File: src/rtl/missile_controller.sv
// Missile launch/flight/cooldown controller with a registered bounding-box hit test for the renderer.
// Optional feature: define MISSILE_COOLDOWN_EN to block relaunch for COOLDOWN_FRAMES frames after a flight ends.
module missile_controller #(
    parameter int SPEED           = 4,
    parameter int COOLDOWN_FRAMES = 30,
    parameter int OBJ_SIZE        = 25,
    parameter int X_MAX           = 639,
    parameter int Y_MAX           = 479
) (
    input  logic        clk,
    input  logic        reset,
    input  logic        startOfFrame,
    input  logic        fireReq,
    input  logic [10:0] tankX,
    input  logic [10:0] tankY,
    input  logic [1:0]  tankDir,
    input  logic        collision,
    input  logic [10:0] pixelX,
    input  logic [10:0] pixelY,
    output logic        fireAck,
    output logic        active,
    output logic [10:0] missileX,
    output logic [10:0] missileY,
    output logic [10:0] offsetX,
    output logic [10:0] offsetY,
    output logic        InsideRectangle
);

    localparam logic [10:0] SPD   = 11'(SPEED);
    localparam logic [11:0] X_LIM = 12'(X_MAX + 1);
    localparam logic [11:0] Y_LIM = 12'(Y_MAX + 1);

    if (COOLDOWN_FRAMES < 1) begin : g_bad_cfg
        $error("COOLDOWN_FRAMES must be at least 1");
    end

`ifdef MISSILE_COOLDOWN_EN
    typedef enum logic [1:0] {IDLE = 2'd0, FLYING = 2'd1, COOLDOWN = 2'd2} state_t;
    localparam state_t END_STATE = COOLDOWN;
    localparam int CW = $clog2(COOLDOWN_FRAMES + 1);
    logic [CW-1:0] cd_cnt;
`else
    typedef enum logic [1:0] {IDLE = 2'd0, FLYING = 2'd1} state_t;
    localparam state_t END_STATE = IDLE;
`endif

    state_t      state, next_state;
    logic [1:0]  dir;
    logic [10:0] next_x, next_y;
    logic        launch, hit_edge, inside_c;

    // Sums are widened by one bit so the edge test cannot wrap near 2047.
    always_comb begin
        hit_edge = 1'b0;
        case (dir)
            2'd0:    hit_edge = missileY < SPD;
            2'd1:    hit_edge = ({1'b0, missileX} + 12'(OBJ_SIZE + SPEED)) > X_LIM;
            2'd2:    hit_edge = ({1'b0, missileY} + 12'(OBJ_SIZE + SPEED)) > Y_LIM;
            default: hit_edge = missileX < SPD;
        endcase
    end

    always_comb begin
        next_state = state;
        next_x     = missileX;
        next_y     = missileY;
        launch     = 1'b0;
        case (state)
            IDLE: if (fireReq) begin
                launch     = 1'b1;
                next_state = FLYING;
                next_x     = tankX;
                next_y     = tankY;
            end
            FLYING: begin
                if (collision || (startOfFrame && hit_edge)) begin
                    next_state = END_STATE;
                end else if (startOfFrame) begin
                    case (dir)
                        2'd0:    next_y = missileY - SPD;
                        2'd1:    next_x = missileX + SPD;
                        2'd2:    next_y = missileY + SPD;
                        default: next_x = missileX - SPD;
                    endcase
                end
            end
`ifdef MISSILE_COOLDOWN_EN
            COOLDOWN: if (startOfFrame && cd_cnt == CW'(COOLDOWN_FRAMES - 1)) next_state = IDLE;
`endif
            default: next_state = IDLE;
        endcase
    end

    always_ff @(posedge clk or posedge reset) begin
        if (reset) begin
            state    <= IDLE;
            dir      <= 2'd0;
            missileX <= '0;
            missileY <= '0;
            fireAck  <= 1'b0;
        end else begin
            state    <= next_state;
            missileX <= next_x;
            missileY <= next_y;
            fireAck  <= launch;
            if (launch) dir <= tankDir;
        end
    end

`ifdef MISSILE_COOLDOWN_EN
    always_ff @(posedge clk or posedge reset) begin
        if (reset)
            cd_cnt <= '0;
        else if (state != COOLDOWN)
            cd_cnt <= '0;
        else if (startOfFrame)
            cd_cnt <= (cd_cnt == CW'(COOLDOWN_FRAMES - 1)) ? '0 : cd_cnt + 1'b1;
    end
`endif

    assign active = (state == FLYING);

    always_comb begin
        inside_c = active
            && pixelX >= missileX && {1'b0, pixelX} < ({1'b0, missileX} + 12'(OBJ_SIZE))
            && pixelY >= missileY && {1'b0, pixelY} < ({1'b0, missileY} + 12'(OBJ_SIZE));
    end

    // Subtraction only happens once inside_c guarantees pixel >= missile.
    always_ff @(posedge clk or posedge reset) begin
        if (reset) begin
            InsideRectangle <= 1'b0;
            offsetX         <= '0;
            offsetY         <= '0;
        end else begin
            InsideRectangle <= inside_c;
            offsetX         <= inside_c ? pixelX - missileX : '0;
            offsetY         <= inside_c ? pixelY - missileY : '0;
        end
    end

endmodule

File: config.mk
export PLATFORM = sky130hd
export DESIGN_NAME = missile_controller
export DESIGN_NICKNAME = d
export VERILOG_FILES = /design/src/rtl/missile_controller.sv
export SDC_FILE = /design/constraint.sdc
export NUM_CORES = 1
export LEC_CHECK = 0
export CAP_MARGIN = 20
export CORE_MARGIN = 2
export CORE_UTILIZATION = 35
export CTS_CLUSTER_SIZE = 20
export DETAILED_ROUTE_END_ITERATION = 12
export GPL_ROUTABILITY_DRIVEN = 0
export GPL_TIMING_DRIVEN = 1
export SLEW_MARGIN = 10
export SYNTH_ARGS = -nofsm -noshare
export SYNTH_HDL_FRONTEND = slang
export SYNTH_SLANG_ARGS = --single-unit
File: constraint.sdc
create_clock -name clk -period 5.27 [get_ports clk]
set_input_delay 1.581 -clock clk [delete_from_list [all_inputs] [get_ports clk]]
set_output_delay 1.581 -clock clk [all_outputs]
set_load 0.02 [all_outputs]
# After elaboration in Yosys (flattened, before gate mapping)
# Index checks and enable logic that the tools add are counted.
word_totals:
  inputBits: 51
  regBits: 50
  word_cells: 66
  output_inout_bits: 47
classes:
  addsub: 10
  n_eq_ne: 9
  n_mux: 18
  n_lt_le_gt_ge: 8
  n_reduce_logical: 13
ops:
  columns: ["cell", "n"]
  rows:
  - ["two-way mux 11 bit", 8]
  - ["case mux 11 bit (2 select lines)", 4]
  - ["adder 11 x 5 -> 12 bit (second input constant)", 4]
  - ["less-than comparator 11 x 12 -> 1 bit", 2]
  - ["adder 11 x 3 -> 11 bit (second input constant)", 2]
  - ["greater-or-equal comparator 11 bit", 2]
  - ["less-than comparator 11 x 3 -> 1 bit (second input constant)", 2]
  - ["subtractor 11 bit", 2]
  - ["subtractor 11 x 3 -> 11 bit (second input constant)", 2]
  - ["> comparator 12 x 10 -> 1 bit (second input constant)", 1]
  - ["> comparator 12 x 9 -> 1 bit (second input constant)", 1]
  - ["AND reduction 5 bit", 2]
  - ["inequality test 2 bit (second input constant)", 4]
  - ["logical AND 1 bit", 5]
  - ["equality test 2 x 1 -> 1 bit (second input constant)", 2]
  - ["logical NOT 2 bit", 2]
  - ["two-way mux 2 bit", 2]
  - ["case mux 2 bit (2 select lines)", 1]
  - ["inequality test 3 x 1 -> 1 bit (second input constant)", 1]
  - ["case mux 1 bit (3 select lines)", 1]
  - ["equality test 2 bit (second input constant)", 1]
  - ["two-way mux 1 bit", 2]
  - ["inequality test 2 x 1 -> 1 bit (second input constant)", 1]
  - ["AND reduction 2 bit", 1]
  - ["3 further kinds", 3]

# Depth between registers and ports, before layout
# Gate-level depths: netlist of run 1.
depth:
  word_depth: 7
  ltp_mapped: 17
  depth_no_buf: 15

# Least setup slack after synthesis of run 1
# OpenSTA, ideal clock, no wires.
synth_timing:
  kind: "input -> register"
  startpoint: "input port pixelY[0]"
  endpoint: "register offsetY[10]"
  path_stages: 11
  arrival_ps: 3425
  required_time_ps: 5165
  path_slack_ps: 1740
  path_buffers: 0
  setup_ps: 105
  cell_sequence: "inv_1 -> ha_1 -> inv_1 -> fa_1 -> a21o_1 -> a21oi_1 -> o211ai_1 -> a31o_2 -> a21oi_1 -> xor2_1 -> nor4b_1"
synth_between:
  elab_chain_cells: 4
  word_cells_on_any_way: 6
  classes_between: "1 x add/sub; 2 x order compare; 1 x mux; 2 x reduce/logical"
synth_lines:
  columns: ["element", "line", "source"]
  rows:
  - ["from (decl)", "19", "input logic [10:0] pixelY,"]
  - ["greater-or-equal comparator 11 bit", "126", "&& pixelY >= missileY && {1'b0, pixelY} < ({1'b0, missileY} + 12'(OBJ_SIZE));"]
  - ["logical AND 1 bit (2 in series)", "126", null]
  - ["two-way mux 11 bit (*)", "138", "offsetY <= inside_c ? pixelY - missileY : '0;"]
  - ["to (signal assigned)", "138", null]
  - ["to (decl)", "25", "output logic [10:0] offsetY,"]
# Mark *: on every way between the ends. The rest lies on a longest branch, timed or not.
# A chain may end at the register's enable or synchronous reset.

# Worst setup path in the final report of run 1
layout_timing:
  startpoint: "input port pixelY[0]"
  endpoint: "register offsetX[9]"
layout_between:
  elab_chain_cells: 4
  word_cells_on_any_way: 5
  classes_between: "2 x order compare; 1 x mux; 2 x reduce/logical"
layout_lines:
  columns: ["element", "line", "source"]
  rows:
  - ["greater-or-equal comparator 11 bit", "126", null]
  - ["logical AND 1 bit", "126", null]
  - ["logical AND 1 bit (*)", "126", null]
  - ["two-way mux 11 bit (*)", "137", "offsetX <= inside_c ? pixelX - missileX : '0;"]
  - ["to (signal assigned)", "137", null]
  - ["to (decl)", "24", "output logic [10:0] offsetX,"]
# Marked as above.

==> results of run 1 <==
-- cells by family after synthesis --
| logic type | after synthesis | synth area share |
|---|---|---|
| AOI/OAI and AO/OA | 122 | 0.198 |
| adders and majority gates | 54 | 0.149 |
| muxes | 7 | 0.0152 |
| DFF | 49 | 0.265 |
| and+or+nand+nor | 224 | 0.236 |
| xor gates and xnor gates | 42 | 0.0796 |
| buffers and inverters | 65 | 0.0566 |
-- state kept, by name (all words and copies together) (netlist names) --
signal and count:
offsetX 11, fireAck 1, missileX 11, dir 2
offsetY 11, InsideRectangle 1, missileY 11, state 1
-- critical path, cell delays in order --
cell	delay, ns
clkdlybuf4s50_1	0.46
inv_1	0.05
ha_1	0.33
nand4b_1	0.19
nor2_1	0.10
a41o_1	0.22
o221ai_1	0.13
a21oi_1	0.17
nand2_1	0.47
nor4_1	0.48
-- synthesized netlist by cell type (6+ instances only) --
cell type | number | area, um^2
nand2_1 | 73 | 274
nor2_1 | 33 | 124
clkbuf_1 | 15 | 56.3
nor2b_1 | 10 | 62.6
buf_2 | 11 | 55.1
mux2i_1 | 7 | 70.1
a21o_1 | 6 | 45.0
nand4_1 | 12 | 75.1
or3_1 | 6 | 37.5
inv_1 | 34 | 128
ha_1 | 52 | 651
o211ai_1 | 8 | 60.1
a21oi_1 | 25 | 125
nand3_1 | 26 | 130
o21ai_0 | 25 | 125
dfrtp_1 | 49 | 1230
xnor2_1 | 36 | 315
nor3_1 | 31 | 155
xor2_1 | 6 | 52.6
-- placed cells by master (no fill, tap or decap), drive strengths merged, types with 3 or more instances in the layout --
cell           count
clkdlybuf4s50     97
nand2             73
ha                52
dfrtp             49
xnor2             36
inv               35
nor2              33
nor3              31
o21ai             27
nand3             26
a21oi             26
nand4             12
nor2b             10
o211ai             9
mux2i              7
or3                7
a21o               6
xor2               6
clkbuf             6
a31oi              6
nor4b              5
or2                5
nor3b              4
nor4               4
a31o               4
and3               4
and2               4
o21a               4
o311ai             4
o311a              3
a211oi             3
o31a               3
a32oi              3
o31ai              3
buf                3
-- worst paths after layout --
check	start	end	slack (ns)	cells after the start
min in group asynchronous	reset	offsetY[2]$_DFF_PP0_	1.64	2
min reg2reg	dir[1]$_DFFE_PP0P_	dir[1]$_DFFE_PP0P_	0.67	2
max in group asynchronous	reset	missileX[1]$_DFFE_PP0P_	3.10	3
max reg2reg	missileY[3]$_DFFE_PP0P_	offsetX[9]$_DFF_PP0_	1.63	13
max	pixelY[0]	offsetX[9]$_DFF_PP0_	1.27	10
min	dir[1]$_DFFE_PP0P_	dir[1]$_DFFE_PP0P_	0.67	2
-- power groups by stage --
| stage | sequential, mW | clock (mW) | combinational, mW |
|---|---|---|---|
| global placement | 0.695 | 0 | 1.83 |
| CTS | 0.692 | 0.340 | 1.87 |
| finish | 0.695 | 0.330 | 1.88 |
| global route | 0.721 | 0.354 | 2.09 |
| detailed placement | 0.699 | 0 | 1.86 |
| floorplan | 0.662 | 0 | 1.35 |
-- cell type report --
class / instances / area [um^2]
repair buffers: 100 / 1010
clock inverters: 2 / 15.0
fillers: 1242 / 6910
clock buffers: 6 / 129
well taps: 172 / 215
inverters: 36 / 135
multi-input cells: 449 / 3140
flip-flops and latches: 49 / 1230
-- per-stage QoR --
stage,hold WS (ns),utilization,power [mW]
after CTS,0.659,0.458,2.90
after detailed placement,0.645,0.446,2.56
after global routing,0.692,0.459,3.16
final,0.671,0.459,2.90
after floorplan,0.535,-,2.01
after global placement,0.643,0.446,2.53
-- metal layers --
metal  GRT usage  share of wire
met5           0              0
met4      0.0603          0.016
met1       0.270           0.49
met3      0.0249          0.049
met2       0.293           0.44
==> key figures, run 1 <==
Die
  – Die extent in x: 119 um
  – Row count: 41
  – Core Region: 12800 um^2
  – Initial Util: 0.362
  – Die Height: 119 um
  – Ports: 98
  – Area of the die: 14100 um^2

Route
  – Initial DRC Count: 431
  – First drt pass iteration count: 5
  – Via Count: 4364
  – Wire length per cell: 16.1 um
  – Avg Vias per Cell: 5.36
  – Antenna violation net count after detailed routing: 0
  – Number of remaining DRC errors: 0
  – Post-Route WL: 13.1 mm

STA
  – Final setup violation count: 0
  – Max-slew violations: 0
  – Fmax: 0.250 GHz
  – Setup ws final: 1.27 ns
  – RSZ-0062 raised after global routing: no
  – Final min period: 4.00 ns
  – Setup TNS: 0 ns
  – Worst Clk Skew: 0.0119 ns
  – Final worst path period share: 0.759
  – Relative slew slack: 0.471
  – Worst Max-Slew Pin Slew: 0.793 ns
  – Final hold violations: 0

Worst setup path
  – Startpoint types: primary input
  – CP Data Arrival Time: 4.17 ns
  – CP Class: primary input to flop
  – Worst setup EP type: flop
  – Worst EP required: 5.44 ns
  – CP max FO: 23

GRT
  – GRT Util Overall: 0.188
  – Global route overflow: 0
  – Largest net degree at the start of global routing: 50
  – Vias in the first global route: 4286
  – Initial antenna violation count: 0
  – First-pass GRT wire length: 21.7 mm

Final layout
  – Area growth, synth to finish: 26.9%
  – Nets@finish: 746
  – Final std cells w/o fill: 814
  – Antenna diode count: 0
  – Cell area after layout: 5870 um^2
  – Share of layout cells above drive strength 1: 0.0467

Clocking
  – Num CTS Buffers: 5
  – CTS H-tree depth: 2
  – Max Buffers Root-to-Sink: 2
  – CTS tree: built
  – Worst-skew pair later-pin latency: 0.30 ns
  – Post-CTS setup repair buffer count: 0
  – Clock Tree Root: clkbuf_16
  – Hold_buf cts: 0
  – # resized after CTS: 0
  – Clk slew on worst S/H paths: 0.07 ns
  – Clock sink count: 49

Synthesis
  – Synth unique cells: 65
  – Number of enable flip-flop cells after synthesis: 0
  – Synth Area per Inst: 8.21 um^2
  – Syn_nets: 668
  – Top_reg_cell synth: dfrtp_1
  – FF+latch count, synth: 49
  – Sequential-to-total area share from yosys stat: 0.265
  – Post-synth ARST share: 1.00
  – Cells after synthesis: 563
  – Synth Cell Area: 4620 um^2
  – Synth warn: 0

Worst hold path
  – HP Class: flop to flop

Status
  – Outcome: finished clean

Pwr
  – Worst ir drop on vdd: 0.158 mV
  – Int Power: 1.46 mW
  – Pwr dens: 495 nW/um^2
  – Combinational power share: 0.647
  – Sw frac: 0.498
  – Sequential Power Share: 0.239
  – Static Leak: 2.38 nW
  – Net switching power: 1.45 mW
  – Clock group share of total power: 0.114

Placed design
  – Final HPWL DP: 10.3 mm
  – Port Buffers: 97
  – Place WS: 1.02 ns
  – Area after DPL: 5700 um^2
  – DP Cell Count: 805

Run
  – Max_cap viols: 0
Note: power is estimated with default switching activity, not from simulation.
==> inputs of run 2 (changes only) <==
==> constraint.sdc (replaced) <==
create_clock -name clk -period 4.2 [get_ports clk]
set_input_delay 1.26 -clock clk [delete_from_list [all_inputs] [get_ports clk]]
set_output_delay 1.26 -clock clk [all_outputs]
set_load 0.02 [all_outputs]
==> run 2 against run 1 <==
  * Final cell count up 0.61%
  * Via count down 1.2%
  * Register-to-register slack worse by 0.82 ns
  * Cell area is 1.2% higher
  * Wire length down 4.9%
  * Clock power increased by 48%
==> key figures, run 2 (synthesized netlist as in run 1, its figures left out) <==
Clocking
  – Clock sink count: 49 (unchanged)
  – CTS tree: built
  – Max Buffers Root-to-Sink: 2 (unchanged)
  – Hold_buf cts: 0 (unchanged)
  – CTS H-tree depth: 2 (unchanged)
  – # resized after CTS: 0 (unchanged)
  – Post-CTS setup repair buffer count: 0 (unchanged)
  – Worst-skew pair later-pin latency: 0.30 ns (about the same)
  – Clk slew on worst S/H paths: 0.07 ns (about the same)
  – Clock Tree Root: clkbuf_16
  – Num CTS Buffers: 5 (unchanged)

Worst setup path
  – CP Class: primary input to flop
  – Worst EP required: 4.37 ns (-1.07 ns)
  – CP Data Arrival Time: 3.79 ns (-0.38 ns)
  – CP max FO: 3 (-87%)
  – Startpoint types: primary input
  – Worst setup EP type: flop

Die
  – Die extent in x: 119 um (unchanged)
  – Initial Util: 0.362 (unchanged)
  – Area of the die: 14100 um^2 (unchanged)
  – Ports: 98 (unchanged)
  – Die Height: 119 um (unchanged)
  – Row count: 41 (unchanged)
  – Core Region: 12800 um^2 (unchanged)

Pwr
  – Static Leak: 2.42 nW (+1.8%)
  – Worst ir drop on vdd: 0.198 mV (+26%)
  – Pwr dens: 621 nW/um^2 (+26%)

GRT
  – Initial antenna violation count: 0 (unchanged)
  – GRT Util Overall: 0.181 (-0.00763)
  – First-pass GRT wire length: 21.0 mm (-3.3%)
  – Vias in the first global route: 4282 (-0.093%)
  – Global route overflow: 0 (unchanged)
  – Largest net degree at the start of global routing: 50 (unchanged)

STA
  – Final setup violation count: 0 (unchanged)
  – Final min period: 3.62 ns
  – Worst Clk Skew: 0.0136 ns (+0.00173 ns)
  – Final worst path period share: 0.862
  – Max-slew violations: 0 (unchanged)
  – Final hold violations: 0 (unchanged)
  – RSZ-0062 raised after global routing: no
  – Min Hold Slack: 0.666 ns (-0.00494 ns)
  – Fmax: 0.276 GHz
  – Worst Max-Slew Pin Slew: 0.830 ns (+0.0368 ns)
  – Setup TNS: 0 ns (unchanged)
  – Relative slew slack: 0.446 (-0.0257)

Final layout
  – Post-layout util: 0.465 (+0.00549)
  – Antenna diode count: 0 (unchanged)
  – Commonest cells after routing, fill and taps aside: clkdlybuf4s50_1, nand2_1, ha_1, dfrtp_1, xnor2_1
  – Share of layout cells above drive strength 1: 0.0556 (+0.00891)
  – Commonest non-fill, non-tap cell in the layout: clkdlybuf4s50_1
  – Fillers: 1256 (+1.1%)
  – Cell area after layout: 5940 um^2 (+1.2%)
  – Nets@finish: 751 (+0.67%)
  – Area growth, synth to finish: 28.4%

Route
  – First drt pass iteration count: 5 (unchanged)
  – Post-Route WL: 12.5 mm (-4.9%)
  – Antenna violation net count after detailed routing: 0 (unchanged)
  – Avg Vias per Cell: 5.27 (-1.8%)
  – Wire length per cell: 15.2 um (-5.5%)
  – Number of remaining DRC errors: 0 (unchanged)
  – Initial DRC Count: 372 (-14%)
  – Via Count: 4313 (-1.2%)

Run
  – Max_cap viols: 0 (unchanged)

Worst hold path
  – HP Class: flop to flop

Placed design
  – Port Buffers: 97 (unchanged)
  – Area after DPL: 5740 um^2 (+0.66%)
  – Final HPWL DP: 10.0 mm (-2.8%)

Status
  – Outcome: finished clean
==> run 2: cell count changes in the layout (fill, tap and decap cells not counted) <==
cell,delta
buf_4,+5
clkinvlp_4,-1
bufinv_16,+1
clkbuf_8,+1
clkbuf_1,-1
==> run 2: through the flow <==
step | std cells | total power, mW | setup slack (ns)
3_5_place_dp | 810 | 3.20 | 0.279
6_report | 819 | 3.69 | 0.579
2_1_floorplan | 563 | 2.53 | 0.991
4_1_cts | 818 | 3.70 | 0.589
3_3_place_gp | 810 | 3.16 | 0.402
5_1_grt | 819 | 4.04 | 0.407
==> run 2: final cells by class <==
| type | instances | area, um^2 | share of cell area |
|---|---|---|---|
| Multi-Input combinational cell | 449 | 3140 | 0.529 |
| Tap cell | 172 | 215 | 0.0363 |
| Inverter | 36 | 135 | 0.0228 |
| Clock buffer | 6 | 139 | 0.0234 |
| Clock inverter | 2 | 37.5 | 0.00632 |
| Timing Repair Buffer | 105 | 1040 | 0.176 |
| Sequential cell | 49 | 1230 | 0.207 |
==> run 2: path summary, 6_finish.rpt <==
kind                            slack, ns  depth (start not counted)                 endpoint                     from
worst max-delay path                 0.58                         12    offsetX[10]$_DFF_PP0_                pixelX[0]
worst min-delay path                 0.67                          2       dir[1]$_DFFE_PP0P_       dir[1]$_DFFE_PP0P_
worst max register to register       0.81                         14     offsetX[0]$_DFF_PP0_  missileY[3]$_DFFE_PP0P_
worst min register to register       0.67                          2       dir[1]$_DFFE_PP0P_       dir[1]$_DFFE_PP0P_
max in group asynchronous            2.39                          3  missileY[1]$_DFFE_PP0P_                    reset
min in group asynchronous            1.30                          2     offsetY[0]$_DFF_PP0_                    reset
==> run 2: where the power goes <==
part           switching (mW)  internal, mW
clock network           0.191         0.298
registers               0.279         0.579
logic                    1.30          1.04
==> run 2: critical path, stage by stage <==
cell and delay (ns):
clkdlybuf4s50_1 0.39, inv_1 0.08, ha_1 0.16, inv_1 0.06, fa_1 0.40, a21o_1 0.17, a21oi_1 0.27, o211ai_1 0.19
a31o_2 0.26, a21oi_1 0.16, xor2_1 0.09, nor4b_1 0.29
==> run 2: layer usage <==
layer,vias to the layer above,global-route usage,part of all wire
li1,2192,-,-
met1,1959,0.258,0.49
met2,148,0.284,0.44
met4,0,0.0521,0.017
met3,14,0.0244,0.058
met5,-,0,0
==> inputs of run 3 (changes only) <==
--- a/config.mk
+++ b/config.mk
@@ -12,6 +12,7 @@
 export DETAILED_ROUTE_END_ITERATION = 12
 export GPL_ROUTABILITY_DRIVEN = 0
 export GPL_TIMING_DRIVEN = 1
+export PLACE_DENSITY = 0.62
 export SLEW_MARGIN = 10
 export SYNTH_ARGS = -nofsm -noshare
 export SYNTH_HDL_FRONTEND = slang
==> run 3 against run 2 <==
  * Hold slack got worse by 0.0053 ns
  * Critical path depth down 2
  * Die area stayed put
  * Cell area down 0.13%
  * Register-to-register slack improved by 0.06 ns
  * Sequential share of layout area hardly changed
  * Critical path type unchanged
  * Critical endpoint is now offsetY[3]$_DFF_PP0_
==> key figures, run 3 (synthesized netlist as in run 1, its figures left out) <==
STA
  – RSZ-0062 raised after global routing: no
  – Final min period: 3.60 ns (-0.0184 ns)
  – Fmax: 0.278 GHz (+0.51%)
  – Relative slew slack: 0.478 (+0.0319)
  – Max-slew violations: 0 (unchanged)
  – Setup ws final: 0.597 ns (+0.0184 ns)
  – Worst Clk Skew: 0.0101 ns (-0.00351 ns)
  – Setup TNS: 0 ns (unchanged)
  – Final hold violations: 0 (unchanged)
  – Worst Max-Slew Pin Slew: 0.784 ns (-0.0462 ns)
  – Final setup violation count: 0 (unchanged)
  – Final worst path period share: 0.858 (-0.00438)

Die
  – Area of the die: 14100 um^2 (unchanged)
  – Die Height: 119 um (unchanged)
  – Row count: 41 (unchanged)
  – Die extent in x: 119 um (unchanged)
  – Initial Util: 0.362 (unchanged)
  – Core Region: 12800 um^2 (unchanged)
  – Ports: 98 (unchanged)

Final layout
  – Share of layout cells above drive strength 1: 0.0542 (-0.00146)
  – Area growth, synth to finish: 28.3%
  – Nets@finish: 750 (-0.13%)
  – Antenna diode count: 0 (unchanged)
  – Commonest non-fill, non-tap cell in the layout: clkdlybuf4s50_1
  – Commonest cells after routing, fill and taps aside: clkdlybuf4s50_1, nand2_1, ha_1, dfrtp_1, xnor2_1

Pwr
  – Net switching power: 1.78 mW (+0.73%)
  – Sw frac: 0.481 (+0.00203)
  – Sequential Power Share: 0.236 (+0.003)
  – Pwr dens: 624 nW/um^2 (+0.43%)
  – Static Leak: 2.42 nW (-0.20%)
  – Clock group share of total power: 0.130 (-0.003)
  – Combinational power share: 0.633 (-0.002)
  – Int Power: 1.92 mW (about the same)
  – Worst ir drop on vdd: 0.210 mV (+5.9%)

Clocking
  – Max Buffers Root-to-Sink: 2 (unchanged)
  – CTS tree: built
  – Clk slew on worst S/H paths: 0.07 ns (about the same)
  – Num CTS Buffers: 5 (unchanged)
  – # resized after CTS: 0 (unchanged)
  – Hold_buf cts: 0 (unchanged)
  – Clock sink count: 49 (unchanged)
  – CTS H-tree depth: 2 (unchanged)
  – Post-CTS setup repair buffer count: 0 (unchanged)
  – Clock Tree Root: clkbuf_16
  – Worst-skew pair later-pin latency: 0.30 ns (about the same)

Status
  – Outcome: finished clean

Route
  – Antenna violation net count after detailed routing: 0 (unchanged)
  – Routed met3 length: 672 um (-6.5%)
  – Met1 WL: 6.04 mm (-0.26%)
  – Top Metal Used: met4
  – Initial DRC Count: 369 (-0.81%)
  – Number of remaining DRC errors: 0 (unchanged)
  – Avg Vias per Cell: 5.39 (+2.4%)
  – Met2 WL: 5.85 mm (+6.5%)
  – Via Count: 4410 (+2.2%)
  – First drt pass iteration count: 5 (unchanged)
  – Wire length per cell: 15.6 um (+2.2%)
  – Post-Route WL: 12.7 mm (+2.1%)

Worst setup path
  – CP max FO: 8 (+5)
  – Startpoint types: primary input
  – Most used cell, CP: o21ai_0
  – CP Class: primary input to flop
  – Crit path largest cell delay: 0.49 ns (+0.09 ns)
  – Worst setup EP type: flop
  – CP Data Arrival Time: 3.76 ns (-0.03 ns)
  – Worst path cell trace: clkdlybuf4s50_1, ha_1, nor2b_1, o21ai_0, a21oi_1, o21ai_1, o21ai_0, o31ai_2, buf_4, nor3_1
  – Slowest CP cell: o31ai_2
  – Worst EP required: 4.36 ns (about the same)

Placed design
  – Port Buffers: 97 (unchanged)
  – Final HPWL DP: 10.2 mm (+1.5%)
  – Place WS: 0.304 ns (+0.0252 ns)

Worst hold path
  – HP Class: flop to flop

GRT
  – Initial antenna violation count: 0 (unchanged)
  – Vias in the first global route: 4384 (+2.4%)
  – Largest net degree at the start of global routing: 50 (unchanged)
  – Global route overflow: 0 (unchanged)
  – GRT Util Overall: 0.182 (+0.00177)
  – First-pass GRT wire length: 21.4 mm (+1.7%)

Run
  – Max_cap viols: 0 (unchanged)
-- run 3: cell count changes in the layout (fill, tap and decap cells not counted) --
cell | before | now
buf_4 | 7 | 6
-- run 3: layout make-up --
type | instances | area (um^2)
fillers | 1210 | 6850
clock inverters | 2 | 37.5
clock buffers | 6 | 139
multi-input cells | 449 | 3140
repair buffers | 104 | 1040
well taps | 172 | 215
flip-flops and latches | 49 | 1230
inverters | 36 | 135
-- run 3: layer usage --
| metal | global-route usage | up-vias |
|---|---|---|
| met1 | 0.249 | 2062 |
| li1 | - | 2194 |
| met5 | 0 | - |
| met3 | 0.0316 | 12 |
| met4 | 0.0476 | 0 |
| met2 | 0.298 | 142 |
-- run 3: worst max-delay path: cells and delay by family --
kind | cells | cell delay, ns
compound gates | 5 | 1.24
simple gates | 2 | 0.19
buf+inv | 2 | 0.73
fa+ha+maj | 1 | 0.34
-- run 3: metrics by stage --
step / total power, mW / hold slack (ns) / instance area (um^2) / util / std cells
CTS: 3.70 / 0.647 / 5910 / 0.463 / 817
floorplan: 2.53 / 0.535 / 4620 / - / 563
global placement: 3.15 / 0.626 / 5730 / 0.449 / 809
global route: 4.04 / 0.667 / 5930 / 0.464 / 818
detailed placement: 3.21 / 0.635 / 5730 / 0.449 / 809
finish: 3.70 / 0.661 / 5930 / 0.464 / 818
-- run 3: power groups by stage --
stage | sequential (mW) | combinational [mW] | clock (mW)
after floorplan | 0.831 | 1.69 | 0
after global placement | 0.871 | 2.28 | 0
after detailed placement | 0.878 | 2.33 | 0
after CTS | 0.868 | 2.34 | 0.490
after global routing | 0.904 | 2.63 | 0.502
final | 0.874 | 2.34 | 0.483
-- run 3: final timing paths --
path / slack (ns) / from / depth (start not counted) / to
worst max-delay path: 0.60 / pixelY[1] / 10 / offsetY[3]$_DFF_PP0_
worst min-delay path: 0.66 / dir[1]$_DFFE_PP0P_ / 2 / dir[1]$_DFFE_PP0P_
worst max register to register: 0.87 / missileY[3]$_DFFE_PP0P_ / 14 / InsideRectangle$_DFF_PP0_
worst min register to register: 0.66 / dir[1]$_DFFE_PP0P_ / 2 / dir[1]$_DFFE_PP0P_
max in group asynchronous: 2.39 / reset / 3 / missileX[1]$_DFFE_PP0P_
min in group asynchronous: 1.30 / reset / 2 / offsetY[2]$_DFF_PP0_
